File: config.mk
export PLATFORM = sky130hd
export DESIGN_NAME = vscale_hasti_arbiter_flat
export DESIGN_NICKNAME = d
export VERILOG_FILES = /design/src/rtl/vscale_hasti_arbiter_if.sv /design/src/rtl/vscale_hasti_arbiter.sv /design/src/flat_wrapper.sv
export SDC_FILE = /design/constraint.sdc
export NUM_CORES = 1
export LEC_CHECK = 0
export BUFFER_PORTS_ARGS = -buffer_cell sky130_fd_sc_hd__buf_2
export CORE_ASPECT_RATIO = 1.5
export CORE_MARGIN = 5
export CORE_UTILIZATION = 40
export CTS_CLUSTER_SIZE = 10
export DETAILED_ROUTE_END_ITERATION = 7
export PLACE_DENSITY = 0.76
export SYNTH_ARGS = -nofsm -noshare
export SYNTH_HDL_FRONTEND = slang
export SYNTH_SLANG_ARGS = --single-unit
File: constraint.sdc
create_clock -name hclk -period 4.9 [get_ports hclk]
set_clock_uncertainty 0.15 [all_clocks]
set_input_delay 0.98 -clock hclk [delete_from_list [all_inputs] [get_ports hclk]]
set_output_delay 0.98 -clock hclk [all_outputs]
set_load 0.01 [all_outputs]
File: src/rtl/vscale_hasti_arbiter_if.sv
// One AHB-Lite (HASTI) port: address phase, write data, read data and response.
// Latency: none, a plain signal bundle.
// Backpressure: carried by hready, driven from the slave side of the port.
interface vscale_hasti_arbiter_if;
    logic [31:0] haddr;
    logic        hwrite;
    logic [2:0]  hsize;
    logic [2:0]  hburst;
    logic        hmastlock;
    logic [3:0]  hprot;
    logic [1:0]  htrans;
    logic [31:0] hwdata;
    logic [31:0] hrdata;
    logic        hready;
    logic        hresp;

    // Seen from the bus master that issues transfers.
    modport master (
        output haddr, hwrite, hsize, hburst, hmastlock, hprot, htrans, hwdata,
        input  hrdata, hready, hresp
    );

    // Seen from the slave that answers transfers.
    modport slave (
        input  haddr, hwrite, hsize, hburst, hmastlock, hprot, htrans, hwdata,
        output hrdata, hready, hresp
    );
endinterface

File: src/rtl/vscale_hasti_arbiter.sv
// Two-master (m0 dmem, m1 imem) to one-slave HASTI arbiter with per-master address-phase buffers.
// Latency: owner issues combinationally; a buffered transfer issues one cycle after capture.
// Backpressure: slave hready stalls owner and data phase; a buffered master sees hready low until issue.
// Option: define VSCALE_HASTI_ARB_DMEM_PRIO_EN to keep the grant on dmem while it streams transfers.
module vscale_hasti_arbiter #(
    parameter int RESET_GNT = 1
) (
    input  logic                         hclk,
    input  logic                         hresetn,
    vscale_hasti_arbiter_if.slave        m0,
    vscale_hasti_arbiter_if.slave        m1,
    vscale_hasti_arbiter_if.master       s
);
    typedef struct packed {
        logic [31:0] haddr;
        logic        hwrite;
        logic [2:0]  hsize;
        logic [2:0]  hburst;
        logic        hmastlock;
        logic [3:0]  hprot;
        logic [1:0]  htrans;
    } addr_ph_t;

    localparam logic GNT_RST = (RESET_GNT != 0);

    addr_ph_t   live_ph [2];
    addr_ph_t   buf_q   [2];
    addr_ph_t   sel_ph;
    logic [1:0] live;
    logic [1:0] pend_q;
    logic [1:0] hready;
    logic [1:0] capture;
    logic       gnt_q;
    logic       gnt_d;
    logic       other;
    logic       dp_valid_q;
    logic       dp_own_q;

    // Collect each master's live address phase and decide hready / capture per master.
    always_comb begin
        live_ph[0] = '{haddr: m0.haddr, hwrite: m0.hwrite, hsize: m0.hsize, hburst: m0.hburst,
                       hmastlock: m0.hmastlock, hprot: m0.hprot, htrans: m0.htrans};
        live_ph[1] = '{haddr: m1.haddr, hwrite: m1.hwrite, hsize: m1.hsize, hburst: m1.hburst,
                       hmastlock: m1.hmastlock, hprot: m1.hprot, htrans: m1.htrans};
        live    = '0;
        hready  = '0;
        capture = '0;
        for (int x = 0; x < 2; x++) begin
            live[x] = live_ph[x].htrans[1];
            if (pend_q[x]) begin
                hready[x] = 1'b0;
            end else if ((gnt_q == x[0]) || (dp_valid_q && (dp_own_q == x[0]))) begin
                hready[x] = s.hready;
            end else begin
                hready[x] = 1'b1;
            end
            // A non-owner whose transfer would otherwise be retracted is parked in its buffer.
            capture[x] = (gnt_q != x[0]) && !pend_q[x] && live[x] && hready[x];
        end
    end

    // Owner's address phase: its buffer when one is pending, else its live signals.
    always_comb begin
        sel_ph = pend_q[gnt_q] ? buf_q[gnt_q] : live_ph[gnt_q];
    end

    // Grant moves only on issuing edges, never during a locked sequence.
    always_comb begin
        other = ~gnt_q;
        gnt_d = gnt_q;
        if (s.hready && !sel_ph.hmastlock) begin
            if (pend_q[other] || capture[other]) begin
                gnt_d = other;
            end
`ifdef VSCALE_HASTI_ARB_DMEM_PRIO_EN
            // dmem keeps the bus while it keeps presenting transfers; imem waits for an IDLE.
            if (!gnt_q && live[0]) begin
                gnt_d = 1'b0;
            end
`endif
        end
    end

    // Grant, pending flags and data-phase ownership.
    always_ff @(posedge hclk or negedge hresetn) begin
        if (!hresetn) begin
            gnt_q      <= GNT_RST;
            pend_q     <= '0;
            dp_valid_q <= 1'b0;
            dp_own_q   <= 1'b0;
        end else begin
            gnt_q <= gnt_d;
            for (int x = 0; x < 2; x++) begin
                if (capture[x]) begin
                    pend_q[x] <= 1'b1;
                end else if (s.hready && (gnt_q == x[0])) begin
                    pend_q[x] <= 1'b0;
                end
            end
            if (s.hready) begin
                dp_valid_q <= sel_ph.htrans[1];
                dp_own_q   <= gnt_q;
            end
        end
    end

    // Address-phase holding buffers, loaded on capture only.
    always_ff @(posedge hclk or negedge hresetn) begin
        if (!hresetn) begin
            buf_q[0] <= '0;
            buf_q[1] <= '0;
        end else begin
            for (int x = 0; x < 2; x++) begin
                if (capture[x]) begin
                    buf_q[x] <= live_ph[x];
                end
            end
        end
    end

    assign s.haddr     = sel_ph.haddr;
    assign s.hwrite    = sel_ph.hwrite;
    assign s.hsize     = sel_ph.hsize;
    assign s.hburst    = sel_ph.hburst;
    assign s.hmastlock = sel_ph.hmastlock;
    assign s.hprot     = sel_ph.hprot;
    assign s.htrans    = sel_ph.htrans;
    assign s.hwdata    = !dp_valid_q ? 32'h0 : (dp_own_q ? m1.hwdata : m0.hwdata);

    assign m0.hrdata = s.hrdata;
    assign m1.hrdata = s.hrdata;
    assign m0.hready = hready[0];
    assign m1.hready = hready[1];
    assign m0.hresp  = dp_valid_q && !dp_own_q && s.hresp;
    assign m1.hresp  = dp_valid_q && dp_own_q && s.hresp;
endmodule
File: src/flat_wrapper.sv
// flat-port wrapper written by rule: the top's interface ports become plain ports
module vscale_hasti_arbiter_flat 
#(
    parameter int RESET_GNT = 1
)
  (hclk, hresetn, m0_haddr, m0_hwrite, m0_hsize, m0_hburst, m0_hmastlock, m0_hprot, m0_htrans, m0_hwdata, m0_hrdata, m0_hready, m0_hresp, m1_haddr, m1_hwrite, m1_hsize, m1_hburst, m1_hmastlock, m1_hprot, m1_htrans, m1_hwdata, m1_hrdata, m1_hready, m1_hresp, s_haddr, s_hwrite, s_hsize, s_hburst, s_hmastlock, s_hprot, s_htrans, s_hwdata, s_hrdata, s_hready, s_hresp);
  vscale_hasti_arbiter_if m0_i ();
  vscale_hasti_arbiter_if m1_i ();
  vscale_hasti_arbiter_if s_i ();
  input  logic hclk;
  input  logic hresetn;
  input wire logic [$bits(m0_i.haddr)-1:0] m0_haddr;
  input wire logic [$bits(m0_i.hwrite)-1:0] m0_hwrite;
  input wire logic [$bits(m0_i.hsize)-1:0] m0_hsize;
  input wire logic [$bits(m0_i.hburst)-1:0] m0_hburst;
  input wire logic [$bits(m0_i.hmastlock)-1:0] m0_hmastlock;
  input wire logic [$bits(m0_i.hprot)-1:0] m0_hprot;
  input wire logic [$bits(m0_i.htrans)-1:0] m0_htrans;
  input wire logic [$bits(m0_i.hwdata)-1:0] m0_hwdata;
  output wire logic [$bits(m0_i.hrdata)-1:0] m0_hrdata;
  output wire logic [$bits(m0_i.hready)-1:0] m0_hready;
  output wire logic [$bits(m0_i.hresp)-1:0] m0_hresp;
  input wire logic [$bits(m1_i.haddr)-1:0] m1_haddr;
  input wire logic [$bits(m1_i.hwrite)-1:0] m1_hwrite;
  input wire logic [$bits(m1_i.hsize)-1:0] m1_hsize;
  input wire logic [$bits(m1_i.hburst)-1:0] m1_hburst;
  input wire logic [$bits(m1_i.hmastlock)-1:0] m1_hmastlock;
  input wire logic [$bits(m1_i.hprot)-1:0] m1_hprot;
  input wire logic [$bits(m1_i.htrans)-1:0] m1_htrans;
  input wire logic [$bits(m1_i.hwdata)-1:0] m1_hwdata;
  output wire logic [$bits(m1_i.hrdata)-1:0] m1_hrdata;
  output wire logic [$bits(m1_i.hready)-1:0] m1_hready;
  output wire logic [$bits(m1_i.hresp)-1:0] m1_hresp;
  output wire logic [$bits(s_i.haddr)-1:0] s_haddr;
  output wire logic [$bits(s_i.hwrite)-1:0] s_hwrite;
  output wire logic [$bits(s_i.hsize)-1:0] s_hsize;
  output wire logic [$bits(s_i.hburst)-1:0] s_hburst;
  output wire logic [$bits(s_i.hmastlock)-1:0] s_hmastlock;
  output wire logic [$bits(s_i.hprot)-1:0] s_hprot;
  output wire logic [$bits(s_i.htrans)-1:0] s_htrans;
  output wire logic [$bits(s_i.hwdata)-1:0] s_hwdata;
  input wire logic [$bits(s_i.hrdata)-1:0] s_hrdata;
  input wire logic [$bits(s_i.hready)-1:0] s_hready;
  input wire logic [$bits(s_i.hresp)-1:0] s_hresp;
  assign m0_i.haddr = m0_haddr;
  assign m0_i.hwrite = m0_hwrite;
  assign m0_i.hsize = m0_hsize;
  assign m0_i.hburst = m0_hburst;
  assign m0_i.hmastlock = m0_hmastlock;
  assign m0_i.hprot = m0_hprot;
  assign m0_i.htrans = m0_htrans;
  assign m0_i.hwdata = m0_hwdata;
  assign m0_hrdata = m0_i.hrdata;
  assign m0_hready = m0_i.hready;
  assign m0_hresp = m0_i.hresp;
  assign m1_i.haddr = m1_haddr;
  assign m1_i.hwrite = m1_hwrite;
  assign m1_i.hsize = m1_hsize;
  assign m1_i.hburst = m1_hburst;
  assign m1_i.hmastlock = m1_hmastlock;
  assign m1_i.hprot = m1_hprot;
  assign m1_i.htrans = m1_htrans;
  assign m1_i.hwdata = m1_hwdata;
  assign m1_hrdata = m1_i.hrdata;
  assign m1_hready = m1_i.hready;
  assign m1_hresp = m1_i.hresp;
  assign s_haddr = s_i.haddr;
  assign s_hwrite = s_i.hwrite;
  assign s_hsize = s_i.hsize;
  assign s_hburst = s_i.hburst;
  assign s_hmastlock = s_i.hmastlock;
  assign s_hprot = s_i.hprot;
  assign s_htrans = s_i.htrans;
  assign s_hwdata = s_i.hwdata;
  assign s_i.hrdata = s_hrdata;
  assign s_i.hready = s_hready;
  assign s_i.hresp = s_hresp;
  vscale_hasti_arbiter #(.RESET_GNT(RESET_GNT)) u_core (.hclk(hclk), .hresetn(hresetn), .m0(m0_i), .m1(m1_i), .s(s_i));
endmodule
==> results of run 1 <==
cells in the final DEF, fill, tap and decap left out:
cell,Yosys,final
mux2i_1,80,80
clkinv_2,0,1
buf_2,21,240
a21oi_1,49,49
nand2b_1,3,3
nor2_1,6,6
clkbuf_16,0,9
and3_1,1,1
buf_4,64,6
nand3_2,1,1
a21o_1,2,2
clkbuf_1,18,2
mux2_4,28,28
nand2b_4,1,1
or2_1,1,1
o2111a_2,0,1
clkbuf_8,0,1
dfstp_4,0,1
bufinv_16,0,2
o211ai_1,1,1
dfrtp_2,0,3
mux2_2,65,65
nor3_1,1,1
nor2b_1,76,76
nand3b_1,1,1
inv_1,2,2
dfrtp_1,96,93
o21ai_0,1,1
a211oi_1,44,44
layer usage:
layer | vias to the layer above | part of all wire (%) | track usage (%)
li1 | 2251 | - | -
met1 | 2279 | 35 | 23.2
met2 | 229 | 48 | 36.7
met3 | 47 | 14 | 12.3
met4 | 0 | 2.9 | 8.04
met5 | - | 0 | 0
cell usage after synthesis:
library cell / count
buf_6: 5
nand3_2: 1
dfstp_2: 1
o21ai_0: 1
clkbuf_1: 18
or2_1: 1
a21oi_1: 49
nand2b_1: 3
and3_1: 1
nand3b_1: 1
mux2i_1: 80
dfrtp_1: 96
buf_1: 1
a211oi_1: 44
a21o_1: 2
inv_1: 2
nand2b_4: 1
nor2b_1: 76
o2111a_1: 1
nor2_1: 6
mux2_2: 65
nor3_1: 1
o211ai_1: 1
buf_4: 64
buf_2: 21
mux2_4: 28
how the worst max path moves through the flow:
| stage | start | to | slack, ns | cells after the start |
|---|---|---|---|---|
| after CTS | u_core.pend_q[0] | s_haddr[2] | 1.27 | 5 |
| after global placement | u_core.pend_q[1] | s_haddr[11] | 1.66 | 4 |
| after detailed placement | u_core.pend_q[0] | s_haddr[2] | 1.62 | 5 |
| final | u_core.pend_q[0] | s_haddr[2] | 1.27 | 5 |
| after global routing | u_core.pend_q[0] | s_haddr[0] | 1.06 | 5 |
| after floorplan | u_core.gnt_q | s_haddr[0] | 2.29 | 4 |
cells by family (layout without fill, tap and decap cells):
family,after synthesis,after routing
buffers and inverters,111,263
AOI/OAI and AO/OA,98,98
and+or+nand+nor,91,91
DFF,97,97
muxes,173,173
where the power goes:
part	internal, W	total [W]	switching (W)
clock network	0.000459	0.000753	0.000294
registers	0.00121	0.00179	0.000580
logic	0.00130	0.00235	0.00105
final cells by class:
cell class	instances	area share [%]
clock inverters	3	0.880
repair buffers	246	16.9
multi-input cells	362	42.4
well taps	203	3.44
flip-flops and latches	97	33.0
clock buffers	12	3.34
inverters	2	0.102
registers in the layout, indices dropped and copies added (netlist names):
register           cells
u_core.dp_valid_q      1
u_core.pend_q          2
u_core.buf_q          92
u_core.gnt_q           1
u_core.dp_own_q        1
worst register-to-register path, delay by kind of cell (launching register included):
family | cells | cell delay, ns
muxes | 1 | 0.36
DFF | 1 | 1.06
buffers and inverters | 1 | 0.39
and+or+nand+nor | 2 | 0.99
stage by stage:
step	utilization (%)	area, sq um
6_report	47.5	7390
2_1_floorplan	-	6280
3_5_place_dp	45.5	7080
4_1_cts	47.5	7390
3_3_place_gp	45.5	7080
5_1_grt	47.5	7390
==> reports/results.tsv, run 1 <==
metric	value	unit
p_leak	3.56	nW
clk_root_buffer_cell	clkbuf_16	
clk_latency	0.33	ns
min_to	u_core.buf_q[1]	
period_share	74.2	%
post-cts-setup-buffers	0	
design.die.area	18400	sq um
fin_tns_setup	0	ns
syn_to_final_growth	17.6	%
crit-reg2reg-launch	u_core.dp_own_q	
worstHoldStart	u_core.buf_q[1]	
r2r-end	u_core.buf_q[39]	
finalNetCount	910	
antenna_found_initial	1	
overflow	0	
hold_ws	0.319	ns
nFillCells	1498	
critPathKind	register to output port	
netlist_area	6280	sq um
synthCells	570	
setup_viol	0	
synthAdderAreaFrac	0	%
synth_xor_area_share	0	%
grt_pass1_wl	30000	microns
synth_area_leader_cell	dfrtp_1	
wirelength	21000	microns
cts_buffers	9	
regToRegSetupSlack	1.84	ns
initial_core_util	40.4	%
synth_area_leaders	dfrtp_1 (38%), mux2i_1 (13%), mux2_2 (12%)	
fmax	275	MHz
numPortBuffers	241	
yosys.area_share.simple	9.00	%
synth.area.mux_share	31.1	%
rsz0062_at_grt	false	
dp_hpwl	16500	microns
synth-compound-area-share	9.78	%
first_pass_iters	4	
slowest_delay	1.13	ns
ir_drop	0.380	mV
cts_tree	yes	
yosysWarnings	0	
critPathMaxFanout	67	
dp_cells	910	
grt_pass1_vias	4943	
htreeDepth	3	
status	finished, final reports clean	
ctsHoldBuffers	0	
dieHeight	163	microns
timing.final.hold_violations	0	
maxCapViolations	0	
grt_max_degree	101	
instances_no_fill	925	
multiInputGateArea	3130	sq um
ctsLongestPathBuffers	2	
worstPathArrival	2.50	ns
antennaDiodeCount	0	
place_ws	1.62	ns
hp-class	register to register	
regArea	2440	sq um
cp-end-kind	output port	
crit_path_start_kind	register	
ys_seq_area_share	38.7	%
via_per_inst	5.20	
max_slew.worst_pin.slew	1.15	ns
crit_family	flip-flops	
cp_slowest_cell	dfrtp_2	
worstPathCellList	buf_4 > nor2b_1 > a211oi_1 > a21oi_1 > buf_2	
ctsResizeCount	0	
postSynthAreaPerCell	11.0	sq um
synth_top_family_by_area	multiplexers	
synthDistinctLibCells	26	
period_needed	3.63	ns
drc	0	
setup_ws	1.27	ns
num_vias	4806	
drtAntennaViolNets	0	
synth_top_area_share	38.2	%
core_region_area	15600	sq um
total_power	0.00489	W
ff2ff_path_depth	4	
drive_gt1_share	49.7	%
report.final.slew_viol_count	0	
synth_nets	762	
critPathRequiredTime	3.77	ns
min_path_cells	1	
place_congestion	0.822	
synth_seq_cells	97	
wl_per_cell	22.7	microns
dr.first_iter.drc_count	263	
path_buf_inv	2	
clkTransAtPathRegs	0.06	ns
powerDensity	662	nW/um^2
num_rows	56	
boundaryPins	338	
fp.dieW	112	microns
track_usage	21.9	%
cts_num_sinks	97	
relSlewSlack	23.5	%
Note: power is estimated with default switching activity, not from simulation.
==> run 2: changes to the inputs <==
--- a/config.mk
+++ b/config.mk
@@ -11,7 +11,7 @@
 export CORE_UTILIZATION = 40
 export CTS_CLUSTER_SIZE = 10
 export DETAILED_ROUTE_END_ITERATION = 7
-export PLACE_DENSITY = 0.76
+export PLACE_DENSITY = 0.79
 export SYNTH_ARGS = -nofsm -noshare
 export SYNTH_HDL_FRONTEND = slang
 export SYNTH_SLANG_ARGS = --single-unit
==> constraint.sdc (replaced) <==
create_clock -name hclk -period 3.3 [get_ports hclk]
set_clock_uncertainty 0.15 [all_clocks]
set_input_delay 0.66 -clock hclk [delete_from_list [all_inputs] [get_ports hclk]]
set_output_delay 0.66 -clock hclk [all_outputs]
set_load 0.01 [all_outputs]
==> run 2 against run 1 <==
Critical endpoint is now s_hwdata[23]. Final cell count rose by 1.9%. Clock power grew 42%. Via count increased by 0.60%. Sequential cell count did not move. Die area stayed put. Non-clock buffer count grew 10. Core utilization rose by 1.1 points. Critical path type unchanged. Count of clock-buffer cells in the layout is 3 lower. First-iteration DRC count fell by 33%. Register-to-register slack worse by 1.0 ns. Largest cell class unchanged. Sequential share of layout area decreased by 0.74 points. Hold slack got worse by 0.15 ns.
==> reports/results.tsv, run 2 (synthesis results as in run 1) <==
metric	value	unit	change
status	finished, final reports clean		unchanged
grt_pass1_wl	29900	microns	was 30000 microns
clk_root_buffer_cell	clkbuf_16		unchanged
htreeDepth	3		unchanged
grt_max_degree	63		was 101
ctsHoldBuffers	0		unchanged
largest_reg_flops	92		unchanged
p_sw_share	40.1	%	was 39.3%
wirelength	20300	microns	was 21000 microns
critPathMaxFanout	23		was 67
boundaryPins	338		unchanged
design.die.area	18400	sq um	unchanged
final_cell_mix	buf_2 (240), dfrtp_1 (93), mux2i_1 (80), nor2b_1 (76), mux2_2 (65)		unchanged
syn_to_final_growth	20.3	%	was 17.6%
num_vias	4835		was 4806
max_slew.worst_pin.slew	0.632	ns	was 1.15 ns
hp-class	input port to async pin		was register to register
powerDensity	979	nW/um^2	was 662 nW/um^2
ff2ff_path_depth	4		unchanged
clk_latency	0.34	ns	was 0.33 ns
mostFrequentLayoutCell	buf_2		unchanged
drive_gt1_share	50.8	%	was 49.7%
drtAntennaViolNets	0		unchanged
cts_tree	yes		unchanged
nFillCells	1521		was 1498
ctsLongestPathBuffers	2		unchanged
p_clk_share	14.5	%	was 15.4%
fin_tns_setup	0	ns	unchanged
wl_per_cell	21.6	microns	was 22.7 microns
report.final.slew_viol_count	0		unchanged
worstPathArrival	2.15	ns	was 2.50 ns
critPathKind	register to output port		unchanged
crit_path_start_kind	register		unchanged
timing.final.hold_violations	0		unchanged
instances_no_fill	943		was 925
rsz0062_at_grt	false		unchanged
relSlewSlack	57.9	%	was 23.5%
fmax	338	MHz	
core_region_area	15600	sq um	unchanged
cts_buffers	9		unchanged
ctsResizeCount	0		unchanged
antenna_found_initial	7		was 1
final_cell_area	7560	sq um	was 7390 sq um
fp.dieW	112	microns	unchanged
clkTransAtPathRegs	0.07	ns	was 0.06 ns
top_regs	u_core.buf_q: 92 flops, u_core.pend_q: 2 flops		unchanged
num_rows	56		unchanged
period_share	89.6	%	
place_congestion	0.844		was 0.822
ir_drop	0.633	mV	was 0.380 mV
p_int	0.00443	W	was 0.00297 W
top_register	u_core.buf_q		unchanged
first_pass_iters	4		unchanged
final_core_util	48.6	%	was 47.5%
setup_viol	0		unchanged
numPortBuffers	241		unchanged
p_leak	3.63	nW	was 3.56 nW
initial_core_util	40.4	%	unchanged
cts_num_sinks	97		unchanged
post-cts-setup-buffers	0		unchanged
comb_power_share	53.4	%	was 48.0%
placed_cell_area	7240	sq um	was 7080 sq um
finalNetCount	920		was 910
maxCapViolations	0		unchanged
period_needed	2.96	ns	
power_switching	0.00297	W	was 0.00192 W
dp_hpwl	16200	microns	was 16500 microns
track_usage	21.3	%	was 21.9%
overflow	0		unchanged
drc	0		unchanged
dieHeight	163	microns	unchanged
grt_pass1_vias	5110		was 4943
via_per_inst	5.13		was 5.20
cp-end-kind	output port		unchanged
critPathRequiredTime	2.49	ns	was 3.77 ns
seqPwrFrac	32.1	%	was 36.6%
dp_cells	920		was 910
dr.first_iter.drc_count	175		was 263
==> run 2: changes by cell type in the layout (fill, tap and decap cells not counted), sizes merged <==
cell / delta
clkinv: +1
clkinvlp: +2
buf: +10
bufinv: -1
diode: +7
inv: +2
clkbuf: -3
==> run 2: path summary, 6_finish.rpt <==
| check | startpoint | end | slack, ns |
|---|---|---|---|
| setup reg to reg | u_core.dp_own_q | u_core.buf_q[67] | 0.81 |
| hold / removal | hresetn | u_core.buf_q[16] | 0.17 |
| setup / recovery | u_core.dp_own_q | s_hwdata[23] | 0.34 |
| max in group asynchronous | hresetn | u_core.buf_q[53] | 2.07 |
| min in group hclk | u_core.buf_q[47] | u_core.buf_q[47] | 0.32 |
| hold reg to reg | u_core.buf_q[47] | u_core.buf_q[47] | 0.32 |
==> run 2: cell type report <==
| cell class | count | area (sq um) | area share [%] |
|---|---|---|---|
| clock inverters | 7 | 76.3 | 1.01 |
| multi-input cells | 362 | 3130 | 41.5 |
| well taps | 203 | 254 | 3.36 |
| repair buffers | 256 | 1410 | 18.6 |
| clock buffers | 9 | 225 | 2.98 |
| inverters | 2 | 7.51 | 0.0993 |
| diodes | 7 | 17.5 | 0.232 |
| flip-flops and latches | 97 | 2440 | 32.2 |
==> run 2: metal layers <==
layer / GRT usage, % / vias up / share of wire [%]
met5: 2.78 / - / 0
met4: 9.62 / 0 / 3.3
met3: 6.86 / 37 / 11
met2: 36.5 / 217 / 51
met1: 24.0 / 2319 / 35
li1: - / 2262 / -
==> run 2: power by group through the flow <==
stage               Combinational [W]  Clock, W  Sequential [W]
floorplan                     0.00298         0         0.00202
global placement              0.00392         0         0.00234
detailed placement            0.00400         0         0.00238
CTS                           0.00400   0.00110         0.00237
global route                  0.00432   0.00114         0.00245
finish                        0.00395   0.00107         0.00238
==> run 2: through the flow <==
stage	hold WS (ns)	setup WS (ns)	total power [W]
2_1_floorplan	0.214	1.01	0.00500
3_3_place_gp	0.301	0.751	0.00626
3_5_place_dp	0.302	0.737	0.00638
4_1_cts	0.203	0.362	0.00747
5_1_grt	0.219	0.271	0.00792
6_report	0.170	0.342	0.00740
==> run 2: critical path, cell delays in order (launching register included) <==
cell,delay [ns]
dfrtp_2,0.77
buf_4,0.30
mux2i_1,0.48
nor2b_1,0.10
buf_2,0.16
